`src/rtl/blink_tick_ctrl_if.sv`:
```
// rtl/blink_tick_ctrl_if.sv - button inputs and blink control outputs of blink_tick_ctrl
interface blink_tick_ctrl_if;
  logic [1:0] KEY;
  logic       TICK;
  logic [1:0] SPEED;
  logic       PAUSED;
  logic [1:0] KEY_HELD;

  modport master (output KEY, input TICK, SPEED, PAUSED, KEY_HELD);
  modport slave  (input KEY, output TICK, SPEED, PAUSED, KEY_HELD);
endinterface

```
`src/rtl/blink_tick_ctrl.sv`:
```
// rtl/blink_tick_ctrl.sv - button debounce, speed/pause control and blink TICK strobe generator
// Optional macro KEY_REPEAT_EN: auto-repeat speed steps while KEY[0] stays held.
module blink_tick_ctrl #(
  parameter int BASE_PERIOD     = 25000000,
  parameter int DEBOUNCE_CYCLES = 1000000,
  parameter int REPEAT_CYCLES   = 25000000
) (
  input  logic             CLOCK_50,
  input  logic             RESET_N,
  blink_tick_ctrl_if.slave bus
);
  typedef enum logic [1:0] {REL, PRESS_CHK, HELD, REL_CHK} deb_state_e;

  localparam logic [31:0] DEB_LAST = 32'(DEBOUNCE_CYCLES - 1);
  localparam bit          CFG_OK   = (BASE_PERIOD >= 16) && (DEBOUNCE_CYCLES >= 1) &&
                                     (REPEAT_CYCLES >= 1);

  if (!CFG_OK) begin : g_cfg_err
    $error("blink_tick_ctrl: BASE_PERIOD must be >=16, DEBOUNCE/REPEAT cycles >=1");
  end

  logic [1:0]  r_sync1;
  logic [1:0]  r_sync2;
  logic [1:0]  w_key_dn;
  logic [1:0]  w_press;
  logic [1:0]  w_held;
  logic        w_speed_step;
  logic        w_pause_step;
  logic [1:0]  r_speed;
  logic        r_paused;
  logic        r_tick;
  logic [31:0] r_tcnt;
  logic [31:0] w_limit;

  // Two-flop synchroniser; released (1) out of reset so a key held through reset reads as a new press.
  always_ff @(posedge CLOCK_50) begin
    if (!RESET_N) begin
      r_sync1 <= 2'b11;
      r_sync2 <= 2'b11;
    end else begin
      r_sync1 <= bus.KEY;
      r_sync2 <= r_sync1;
    end
  end

  assign w_key_dn = ~r_sync2;

  for (genvar g = 0; g < 2; g++) begin : g_deb
    deb_state_e  r_state;
    deb_state_e  w_state_nxt;
    logic [31:0] r_dcnt;
    logic [31:0] w_dcnt_nxt;
    logic        w_pulse;

    always_ff @(posedge CLOCK_50) begin
      if (!RESET_N) begin
        r_state <= REL;
        r_dcnt  <= '0;
      end else begin
        r_state <= w_state_nxt;
        r_dcnt  <= w_dcnt_nxt;
      end
    end

    always_comb begin
      w_state_nxt = r_state;
      w_dcnt_nxt  = r_dcnt;
      w_pulse     = 1'b0;
      case (r_state)
        REL: begin
          if (w_key_dn[g]) begin
            w_state_nxt = PRESS_CHK;
            w_dcnt_nxt  = '0;
          end
        end
        PRESS_CHK: begin
          if (!w_key_dn[g]) begin
            w_state_nxt = REL;
          end else if (r_dcnt == DEB_LAST) begin
            w_state_nxt = HELD;
            w_pulse     = 1'b1;
          end else begin
            w_dcnt_nxt = r_dcnt + 32'd1;
          end
        end
        HELD: begin
          if (!w_key_dn[g]) begin
            w_state_nxt = REL_CHK;
            w_dcnt_nxt  = '0;
          end
        end
        REL_CHK: begin
          if (w_key_dn[g]) begin
            w_state_nxt = HELD;
          end else if (r_dcnt == DEB_LAST) begin
            w_state_nxt = REL;
          end else begin
            w_dcnt_nxt = r_dcnt + 32'd1;
          end
        end
        default: w_state_nxt = REL;
      endcase
    end

    assign w_press[g] = w_pulse;
    assign w_held[g]  = (r_state == HELD) || (r_state == REL_CHK);
  end

`ifdef KEY_REPEAT_EN
  localparam logic [31:0] REP_LAST = 32'(REPEAT_CYCLES - 1);

  logic [31:0] r_rcnt;
  logic        w_rep_pulse;

  // Counter saturates during a release bounce so a due repeat fires once the key settles back.
  assign w_rep_pulse = (g_deb[0].r_state == HELD) && w_key_dn[0] && (r_rcnt == REP_LAST);

  always_ff @(posedge CLOCK_50) begin
    if (!RESET_N || !w_held[0]) begin
      r_rcnt <= '0;
    end else if (w_rep_pulse) begin
      r_rcnt <= '0;
    end else if (r_rcnt != REP_LAST) begin
      r_rcnt <= r_rcnt + 32'd1;
    end
  end

  assign w_speed_step = w_press[0] | w_rep_pulse;
`else
  assign w_speed_step = w_press[0];
`endif

  assign w_pause_step = w_press[1];
  assign w_limit      = (32'(BASE_PERIOD) >> r_speed) - 32'd1;

  // A speed step restarts the period, so it also swallows a coinciding terminal count.
  always_ff @(posedge CLOCK_50) begin
    if (!RESET_N) begin
      r_speed  <= '0;
      r_paused <= 1'b0;
      r_tcnt   <= '0;
      r_tick   <= 1'b0;
    end else begin
      r_tick <= 1'b0;
      if (w_pause_step) begin
        r_paused <= ~r_paused;
      end
      if (w_speed_step) begin
        r_speed <= r_speed + 2'd1;
        r_tcnt  <= '0;
      end else if (!r_paused) begin
        if (r_tcnt == w_limit) begin
          r_tcnt <= '0;
          r_tick <= 1'b1;
        end else begin
          r_tcnt <= r_tcnt + 32'd1;
        end
      end
    end
  end

  assign bus.TICK     = r_tick;
  assign bus.SPEED    = r_speed;
  assign bus.PAUSED   = r_paused;
  assign bus.KEY_HELD = w_held;
endmodule
```
`src/flat_wrapper.sv`:
```
// flat-port wrapper written by rule: the top's interface ports become plain ports
module blink_tick_ctrl_flat 
#(
  parameter int BASE_PERIOD     = 25000000,
  parameter int DEBOUNCE_CYCLES = 1000000,
  parameter int REPEAT_CYCLES   = 25000000
)
  (CLOCK_50, RESET_N, bus_KEY, bus_TICK, bus_SPEED, bus_PAUSED, bus_KEY_HELD);
  blink_tick_ctrl_if bus_i ();
  input  logic CLOCK_50;
  input  logic RESET_N;
  input wire logic [$bits(bus_i.KEY)-1:0] bus_KEY;
  output wire logic [$bits(bus_i.TICK)-1:0] bus_TICK;
  output wire logic [$bits(bus_i.SPEED)-1:0] bus_SPEED;
  output wire logic [$bits(bus_i.PAUSED)-1:0] bus_PAUSED;
  output wire logic [$bits(bus_i.KEY_HELD)-1:0] bus_KEY_HELD;
  assign bus_i.KEY = bus_KEY;
  assign bus_TICK = bus_i.TICK;
  assign bus_SPEED = bus_i.SPEED;
  assign bus_PAUSED = bus_i.PAUSED;
  assign bus_KEY_HELD = bus_i.KEY_HELD;
  blink_tick_ctrl #(.BASE_PERIOD(BASE_PERIOD), .DEBOUNCE_CYCLES(DEBOUNCE_CYCLES), .REPEAT_CYCLES(REPEAT_CYCLES)) u_core (.CLOCK_50(CLOCK_50), .RESET_N(RESET_N), .bus(bus_i));
endmodule
```
`config.mk`:
```
export PLATFORM = sky130hd
export DESIGN_NAME = blink_tick_ctrl_flat
export DESIGN_NICKNAME = d
export VERILOG_FILES = /design/src/rtl/blink_tick_ctrl_if.sv /design/src/rtl/blink_tick_ctrl.sv /design/src/flat_wrapper.sv
export SDC_FILE = /design/constraint.sdc
export NUM_CORES = 1
export LEC_CHECK = 0
export ABC_AREA = 1
export BUFFER_PORTS_ARGS = -buffer_cell sky130_fd_sc_hd__buf_2
export CORE_MARGIN = 2
export CORE_UTILIZATION = 40
export DETAILED_ROUTE_END_ITERATION = 7
export PLACE_DENSITY = 0.59
export SLEW_MARGIN = 20
export SYNTH_ARGS = -nofsm -noshare
export SYNTH_HDL_FRONTEND = slang
export SYNTH_SLANG_ARGS = --single-unit
```
`constraint.sdc`:
```
create_clock -name CLOCK_50 -period 2.6 [get_ports CLOCK_50]
set_input_delay 0.26 -clock CLOCK_50 [delete_from_list [all_inputs] [get_ports CLOCK_50]]
set_output_delay 0.26 -clock CLOCK_50 [all_outputs]
set_load 0.03 [all_outputs]
```
==> reports/qor.log, run 1 <==
qor: sta.worst_slew_margin_rel 0.377
qor: power_and_ir_drop.power.net_switching 0.723 mW
qor: clocking.htree_levels 3
qor: drt.drc 0
qor: synthesis.yosysSeqAreaShare 0.301
qor: status.status finished clean
qor: grt.pin_count_of_the_biggest_net_entering_global_routing 42
qor: power_and_ir_drop.p_int 2.54 mW
qor: placed_design.dpl.hpwl 14.2 mm
qor: grt.grt_use_met1 0.302
qor: synthesis.post-synth-top-count-cell sky130_fd_sc_hd__nand2_1
qor: synthesis.synthesized_cell_area 7180 um2
qor: synthesis.synth.distinct_cells 33
qor: setup_path.timing_worst_setup_path_type register to register
qor: synthesis.synth_nets 1214
qor: synthesis.synth-main-ff-cell sky130_fd_sc_hd__dfxtp_1
qor: grt.grt_remaining_overflow 0
qor: die.dieHeight 138 um
qor: clocking.clockRootBuffer sky130_fd_sc_hd__clkbuf_16
qor: synthesis.synth.ff_latch_count 108
qor: finish.num-fill-cells 1910
qor: drt.drt_pre_antenna_iters 5
qor: synthesis.yosys.area_share.simple 0.462
qor: drt.routed_wire_length_per_instance 13.6 um
qor: clocking.clkSinkCount 108
qor: die.start_util 0.412
qor: grt.globalRouteTotalUtil 0.211
qor: setup_path.cp_common_cell sky130_fd_sc_hd__nor2_1
qor: die.die_span_x 138 um
qor: setup_path.critical_path_buf_inv_count 2
qor: setup_path.regToRegSetupSlack 350 ps
qor: setup_path.crit_path_top_delay_cell sky130_fd_sc_hd__dfxtp_1
qor: synthesis.synth_warnings 0
qor: finish.fin_area 7700 um2
qor: synthesis.netlist_top_cells_count 347 x sky130_fd_sc_hd__nand2_1, 245 x sky130_fd_sc_hd__nor2_1, 119 x sky130_fd_sc_hd__inv_1
qor: synthesis.synth-compound-area-share 0.0720
qor: clocking.ctsResizeCount 0
qor: synthesis.postSynth.asyncResetShare 0
qor: setup_path.cpPeakStageDelay 470 ps
qor: finish.drive_above_1_share 0.0560
qor: finish.diodes 0
qor: sta.finalWorstPathRequiredPeriod 2250 ps
qor: setup_path.ff2ff_path_depth 12
qor: setup_path.crit_required 2850 ps
qor: placed_design.placedCellCount 1407
qor: synthesis.synthCells 1199
qor: drt.routed_wl 19.3 mm
qor: finish.postLayoutCoreUtil 0.442
qor: sta.hold_slack 81.2 ps
qor: die.core-area 17400 um2
qor: clocking.clk_pin_slew 70 ps
qor: synthesis.multiplexer_share_of_the_synthesized_area 0
qor: clocking.cts-buffers-inserted 9
qor: synthesis.synth_largest_type_area_fraction 0.301
qor: sta.setup_repair_after_global_routing_missed_its_margin false
qor: clocking.ctsLongestPathBuffers 2
qor: placed_design.place.gp.congestion 0.954
qor: sta.fin_ws 353 ps
qor: die.dieArea 19000 um2
qor: worst_hold_path.min-delay-path-class primary input to register
qor: synthesis.largest_family_of_logic_cells_by_synthesized_area simple AND/OR/NAND/NOR gates
qor: clocking.holdBufCountCts 0
qor: grt.busiest_layer met2
qor: run.max_cap_violations 0
qor: clocking.post_cts_buffers 0
qor: synthesis.post-synth-top-area-cell sky130_fd_sc_hd__dfxtp_1
qor: power_and_ir_drop.sequentialPowerShare 0.510
qor: finish.multiInputGateArea 4340 um2
qor: worst_hold_path.worstHoldStart bus_KEY[0]
qor: placed_design.placedInstanceArea 7390 um2
qor: placed_design.pre_cts_slack 353 ps
qor: power_and_ir_drop.total_leakage_power 2.71 nW
qor: power_and_ir_drop.p_clk_frac 0.461
qor: sta.report.final.slew_viol_count 0
qor: worst_hold_path.hold-path-endpoint u_core.r_sync1[0]
qor: grt.grt_util_met3 0.0376
qor: sta.fmaxAchievable 0.445 GHz
qor: die.ioPinCount 10
qor: placed_design.buffer_ports.inserted 9
qor: setup_path.worst-endpoint-arrival 2490 ps
qor: setup_path.critPathCaptureType register
qor: sta.timing_hold_violations_final 0
qor: grt.grt_pass1_wl 31.8 mm
qor: setup_path.crit-reg2reg-capture u_core.r_tcnt[15]
qor: synthesis.synth_adder_area_share 0.0192
qor: sta.clock_skew 10.5 ps
qor: clocking.clock_insertion_delay_worst_skew 360 ps
qor: drt.post_drt_via_cell_ratio 5.02
qor: setup_path.worst_setup_path_start_kind register
qor: clocking.cts_tree done
qor: setup_path.timing.critical_path.fanout_max 23
qor: grt.grt_antenna_before_repair 0
qor: setup_path.crit_family simple AND/OR/NAND/NOR gates
qor: sta.min_period_over_period 0.864
qor: grt.globalRouteMet2Util 0.332
qor: power_and_ir_drop.vdd_drop_max 0.350 mV
qor: drt.route.vias.total 7136
qor: drt.antenna_violating_nets_post_route 0
qor: sta.totalNegativeSetupSlack 0 ps
qor: power_and_ir_drop.power.switching_fraction 0.221
qor: setup_path.r2r_start u_core.bus.SPEED[0]
qor: sta.worst-slew-pin-transition 930 ps
qor: power_and_ir_drop.power-per-cell-area 424 nW/um2
qor: power_and_ir_drop.combinationalPowerShare 0.029
qor: die.placementRows 48
qor: finish.sequential_cell_area 2160 um2
qor: synthesis.synth_edf_count 0
qor: synthesis.post_synth_xor_area_fraction 0.0523
qor: finish.area_delta_synth_final 7.32%
qor: worst_hold_path.hold_path_depth 2
qor: drt.first_iter_violations 574
qor: grt.grt_pass1_vias 6376
qor: synthesis.synth.top_cells.by_area sky130_fd_sc_hd__dfxtp_1 30%, sky130_fd_sc_hd__nand2_1 18%, sky130_fd_sc_hd__nor2_1 13%, sky130_fd_sc_hd__nand3_1 6.6%, sky130_fd_sc_hd__inv_1 6.2%
qor: finish.final_nets 1208
qor: sta.timing.final.setup_violations 0
qor: synthesis.syn_area_per_cell 5.98 um2
qor: power_and_ir_drop.final_power 3.27 mW
qor: finish.final_cells 1421
qor: setup_path.ordered_list_of_cells_on_the_worst_path inv_1 -> ha_1 -> inv_1 -> ha_1 -> nand2_1 -> nand4_1 -> nor2_1 -> nand2_1 -> nor2_1 -> nand3_1 -> nand2_4 -> nor2_1
[power by group through the flow]
| stage | logic [mW] | registers (mW) | clock network (mW) |
|---|---|---|---|
| final | 0.0939 | 1.67 | 1.51 |
| after detailed placement | 0.0948 | 1.71 | 0 |
| after floorplan | 0.0694 | 1.71 | 0 |
| after global placement | 0.0940 | 1.71 | 0 |
| after global routing | 0.105 | 1.67 | 1.61 |
| after CTS | 0.0948 | 1.67 | 1.55 |
[sequential cells by signal, summed over array words and instances (netlist names), named ones only]
name / count
u_core.bus.PAUSED: 1
u_core.bus.TICK: 1
u_core.r_sync2: 2
u_core.g_deb.r_state: 2
u_core.r_sync1: 2
u_core.g_deb.r_dcnt: 64
u_core.bus.SPEED: 2
u_core.r_tcnt: 32
[routing by layer]
| metal | part of all wire | wire length [um] | vias up |
|---|---|---|---|
| met5 | 0 | 0 | - |
| met4 | 0.010 | 196 | 0 |
| met3 | 0.051 | 976 | 13 |
| met2 | 0.44 | 8480 | 161 |
| met1 | 0.50 | 9620 | 3202 |
| li1 | - | - | 3760 |
[kinds of logic after synthesis]
kind of cell / after synthesis
buffers and inverters: 159
adder cells (fa/ha/maj): 11
AO/OA/AOI/OAI: 102
AND/OR/NAND/NOR: 777
XOR/XNOR: 42
flip-flops: 108
[worst register-to-register path: cells and delay by family, from the launching register on]
| family | cells | cell delay (ps) |
|---|---|---|
| flops | 1 | 470 |
| simple gates | 8 | 960 |
| fa+ha+maj | 2 | 460 |
| buf+inv | 2 | 240 |
[worst max path at each step]
stage	startpoint	to	cells past startpoint
final	u_core.bus.SPEED[0]	u_core.r_tcnt[15]	12
after global routing	u_core.bus.SPEED[0]	u_core.r_tcnt[15]	12
after CTS	u_core.bus.SPEED[0]	u_core.r_tcnt[15]	12
after detailed placement	u_core.bus.SPEED[0]	u_core.r_tcnt[15]	12
after global placement	u_core.bus.SPEED[0]	u_core.r_tcnt[15]	12
after floorplan	u_core.bus.SPEED[0]	u_core.r_tcnt[0]	13
[placed cells by master (no fill, tap or decap), drive strengths merged]
cell,n
nand2,351
nor2,257
inv,125
dfxtp,108
nand3,98
a21oi,74
nand4,31
xor2,29
nor3,26
o21ai,25
buf,17
xnor2,13
ha,11
clkbuf,10
or2,6
and2,3
nand3b,3
nor3b,2
o21bai,2
clkinvlp,2
bufinv,2
o22ai,1
[final cells by class]
type | instances | share of cell area
clock buffers | 10 | 0.0310
clock inverters | 4 | 0.00975
inverters | 125 | 0.0609
multi-input cells | 932 | 0.564
flip-flops and latches | 108 | 0.281
well taps | 225 | 0.0366
repair buffers | 17 | 0.0169
(Power assumes the default switching activity.)
==> inputs of run 2 (changes only) <==
ABC_AREA = 0   (was 1)
==> reports/qor.log, run 2 <==
qor: synthesis.synth-main-ff-cell sky130_fd_sc_hd__dfxtp_1
qor: drt.route.vias.total 5463 [-23%]
qor: power_and_ir_drop.p_int 2.34 mW [-8.2%]
qor: drt.post_drt_via_cell_ratio 5.95 [+19%]
qor: drt.routed_wire_length_per_instance 16.5 um [+22%]
qor: grt.grt_use_met1 0.267 [-0.0350]
qor: die.die_span_x 125 um [-9.0%]
qor: setup_path.critical_path_buf_inv_count 3 [+1]
qor: drt.first_iter_violations 520 [-9.4%]
qor: synthesis.synthCells 722 [-40%]
qor: finish.biggestRegsByFlops u_core.g_deb.r_dcnt (64), u_core.r_tcnt (32)
qor: setup_path.worst-endpoint-arrival 2750 ps [+260 ps]
qor: sta.fin_ws 98.7 ps [-255 ps]
qor: clocking.clkSinkCount 108 [unchanged]
qor: grt.grt_pass1_vias 5028 [-21%]
qor: finish.drive_above_1_share 0.101 [+0.0448]
qor: power_and_ir_drop.vdd_drop_max 0.364 mV [+4.0%]
qor: grt.pin_count_of_the_biggest_net_entering_global_routing 34 [-19%]
qor: placed_design.buffer_ports.inserted 9 [unchanged]
qor: sta.totalNegativeSetupSlack 0 ps [unchanged]
qor: clocking.holdBufCountCts 0 [unchanged]
qor: finish.fin_area 6550 um2 [-15%]
qor: setup_path.critPathCaptureType register
qor: die.ioPinCount 10 [unchanged]
qor: finish.largest_register_ff_count 64 [unchanged]
qor: synthesis.postSynth.asyncResetShare 0 [unchanged]
qor: synthesis.synthesized_cell_area 5900 um2 [-18%]
qor: sta.report.final.slew_viol_count 0 [unchanged]
qor: sta.timing_hold_violations_final 0 [unchanged]
qor: synthesis.netlist_top_cells_count 108 x sky130_fd_sc_hd__dfxtp_1, 57 x sky130_fd_sc_hd__nand2_1, 56 x sky130_fd_sc_hd__nor3_1
qor: power_and_ir_drop.power.net_switching 0.712 mW [-1.5%]
qor: finish.num-fill-cells 1416 [-26%]
qor: power_and_ir_drop.combinationalPowerShare 0.028 [about the same]
qor: sta.finalWorstPathRequiredPeriod 2500 ps [+255 ps]
qor: placed_design.place.gp.congestion 0.861 [-9.7%]
qor: synthesis.syn_area_per_cell 8.18 um2 [+37%]
qor: setup_path.crit_path_top_delay_cell sky130_fd_sc_hd__or3b_2
qor: die.core-area 14500 um2 [-17%]
qor: drt.drt_pre_antenna_iters 5 [unchanged]
qor: power_and_ir_drop.p_clk_frac 0.425 [-0.036]
qor: setup_path.timing_worst_setup_path_type register to register
qor: synthesis.yosysSeqAreaShare 0.366 [+0.0649]
qor: drt.antenna_violating_nets_post_route 0 [unchanged]
qor: sta.clock_skew 8.91 ps [-1.59 ps]
qor: finish.area_delta_synth_final 10.9%
qor: grt.grt_util_met3 0.0454 [+0.00771]
qor: synthesis.synth.distinct_cells 66 [+100%]
qor: synthesis.post-synth-top-count-cell sky130_fd_sc_hd__dfxtp_1
qor: grt.globalRouteMet2Util 0.300 [-0.0318]
qor: synthesis.synth_nets 737 [-39%]
qor: die.dieArea 15700 um2 [-17%]
qor: clocking.clk_pin_slew 70 ps [about the same]
qor: sta.timing.final.setup_violations 0 [unchanged]
qor: drt.drc 0 [unchanged]
qor: synthesis.synth_warnings 0 [unchanged]
qor: synthesis.post-synth-top-area-cell sky130_fd_sc_hd__dfxtp_1
qor: setup_path.cpPeakStageDelay 440 ps [-30 ps]
qor: setup_path.crit_required 2850 ps [about the same]
qor: setup_path.ordered_list_of_cells_on_the_worst_path inv_1 -> ha_1 -> or3b_2 -> a222oi_1 -> nand4_1 -> nor4_4 -> buf_4 -> clkbuf_16 -> nor3_1
qor: die.start_util 0.408 [-0.00420]
qor: die.placementRows 44 [-8.3%]
qor: clocking.htree_levels 3 [unchanged]
qor: grt.grt_antenna_before_repair 0 [unchanged]
qor: sta.min_period_over_period 0.962 [+0.0980]
qor: worst_hold_path.min-delay-path-class primary input to register
qor: finish.register_containing_the_most_flip_flops_in_the_final_layout u_core.g_deb.r_dcnt
qor: clocking.ctsLongestPathBuffers 2 [unchanged]
qor: sta.fmaxAchievable 0.400 GHz [-10%]
qor: power_and_ir_drop.total_leakage_power 2.10 nW [-23%]
qor: drt.routed_wl 15.1 mm [-21%]
qor: sta.worst-slew-pin-transition 723 ps [-207 ps]
qor: finish.commonest_cells_after_routing_fill_and_taps_aside 106 x sky130_fd_sc_hd__dfxtp_1, 57 x sky130_fd_sc_hd__nand2_1, 56 x sky130_fd_sc_hd__nor3_1, 48 x sky130_fd_sc_hd__nor2_1, 42 x sky130_fd_sc_hd__xnor2_1
qor: clocking.clock_insertion_delay_worst_skew 360 ps [about the same]
qor: synthesis.synth_edf_count 0 [unchanged]
qor: finish.diodes 0 [unchanged]
qor: grt.globalRouteTotalUtil 0.193 [-0.0179]
qor: power_and_ir_drop.sequentialPowerShare 0.547 [+0.037]
qor: finish.final_nets 744 [-38%]
qor: placed_design.placedCellCount 898 [-36%]
qor: clocking.clockRootBuffer sky130_fd_sc_hd__clkbuf_16
qor: placed_design.placedInstanceArea 6210 um2 [-16%]
qor: power_and_ir_drop.final_power 3.05 mW [-6.7%]
qor: power_and_ir_drop.power.switching_fraction 0.234 [+0.0124]
qor: status.status finished clean
qor: die.dieHeight 125 um [-9.0%]
qor: run.max_cap_violations 0 [unchanged]
qor: sta.worst_slew_margin_rel 0.516 [+0.139]
qor: placed_design.dpl.hpwl 10.5 mm [-26%]
qor: power_and_ir_drop.power-per-cell-area 465 nW/um2 [+9.7%]
qor: placed_design.pre_cts_slack 137 ps [-216 ps]
qor: synthesis.synth.ff_latch_count 108 [unchanged]
qor: finish.most_frequent_standard_cell_in_the_layout_excluding_fill_and_tap_cells sky130_fd_sc_hd__dfxtp_1
qor: finish.final_cells 918 [-35%]
qor: clocking.cts_tree done
qor: grt.busiest_layer met2
qor: setup_path.crit_family simple AND/OR/NAND/NOR gates
qor: clocking.cts-buffers-inserted 9 [unchanged]
qor: grt.grt_remaining_overflow 0 [unchanged]
qor: setup_path.timing.critical_path.fanout_max 14 [-39%]
qor: synthesis.synth_largest_type_area_fraction 0.366 [+0.0649]
qor: setup_path.worst_setup_path_start_kind register
qor: synthesis.synth.top_cells.by_area sky130_fd_sc_hd__dfxtp_1 37%, sky130_fd_sc_hd__xnor2_1 6.2%, sky130_fd_sc_hd__nor3_1 4.7%, sky130_fd_sc_hd__nand4_1 3.8%, sky130_fd_sc_hd__nand2_1 3.6%
qor: grt.grt_pass1_wl 25.1 mm [-21%]
-- run 2: cell count changes after synthesis, moves of 14 or more --
cell	change
sky130_fd_sc_hd__nor3_1	+32
sky130_fd_sc_hd__nand2_1	-290
sky130_fd_sc_hd__and3_1	+14
sky130_fd_sc_hd__nor2_1	-197
sky130_fd_sc_hd__or4_1	+16
sky130_fd_sc_hd__nand3_1	-59
sky130_fd_sc_hd__a21oi_1	-55
sky130_fd_sc_hd__or3_1	+15
sky130_fd_sc_hd__inv_1	-97
sky130_fd_sc_hd__xnor2_1	+30
sky130_fd_sc_hd__nor4_1	+24
-- run 2: power by group through the flow --
stage                     logic [mW]  registers, mW  clock network (mW)
after floorplan               0.0582           1.70                   0
after global placement        0.0841           1.71                   0
after detailed placement      0.0837           1.71                   0
after CTS                     0.0839           1.67                1.32
after global routing          0.0938           1.67                1.40
final                         0.0848           1.67                1.30
-- run 2: repair_timing --
item | CTS | global route
hold endpoints to repair | 0 | 0
setup endpoints to repair | 0 | 29
buffers inserted | 0 | 3
resized for setup | 0 | 5
-- run 2: layout make-up --
type	count	area (um2)	area share
Multi-Input combinational cell	547	3480	0.531
Timing Repair Buffer	40	320	0.0489
Tap cell	184	230	0.0351
Clock buffer	10	229	0.0350
Inverter	23	86.3	0.0132
Clock inverter	6	38.8	0.00592
Sequential cell	108	2170	0.331
-- run 2: cells by family (layout without fill, tap and decap cells) --
kind of cell | Yosys count | after routing | synth area share
and+or+nand+nor | 360 | 360 | 0.341
buffers and inverters | 67 | 79 | 0.0506
AOI/OAI and AO/OA | 113 | 113 | 0.125
adders and majority gates | 11 | 11 | 0.0233
DFF | 108 | 108 | 0.366
muxes | 4 | 4 | 0.00678
xor gates and xnor gates | 59 | 59 | 0.0875
-- run 2: path summary, 6_finish.rpt --
check / start / endpoint / slack, ps / cells after the start
setup / recovery: u_core.bus.SPEED[1] / u_core.r_tcnt[9] / 100 / 9
hold / removal: bus_KEY[0] / u_core.r_sync1[0] / 90 / 2
setup reg to reg: u_core.bus.SPEED[1] / u_core.r_tcnt[9] / 100 / 9
hold reg to reg: u_core.r_sync1[0] / u_core.r_sync2[0] / 410 / 1
-- run 2: through the flow --
stage / hold slack [ps] / util
finish: 90.6 / 0.452
global route: 93.9 / 0.452
CTS: 91.3 / 0.447
global placement: 393 / 0.429
detailed placement: 402 / 0.429
floorplan: 361 / -
-- run 2: per-layer routing --
layer	vias up	routed length, um
li1	2672	-
met1	2643	7250
met2	128	7040
met3	20	677
met4	0	173
met5	-	0
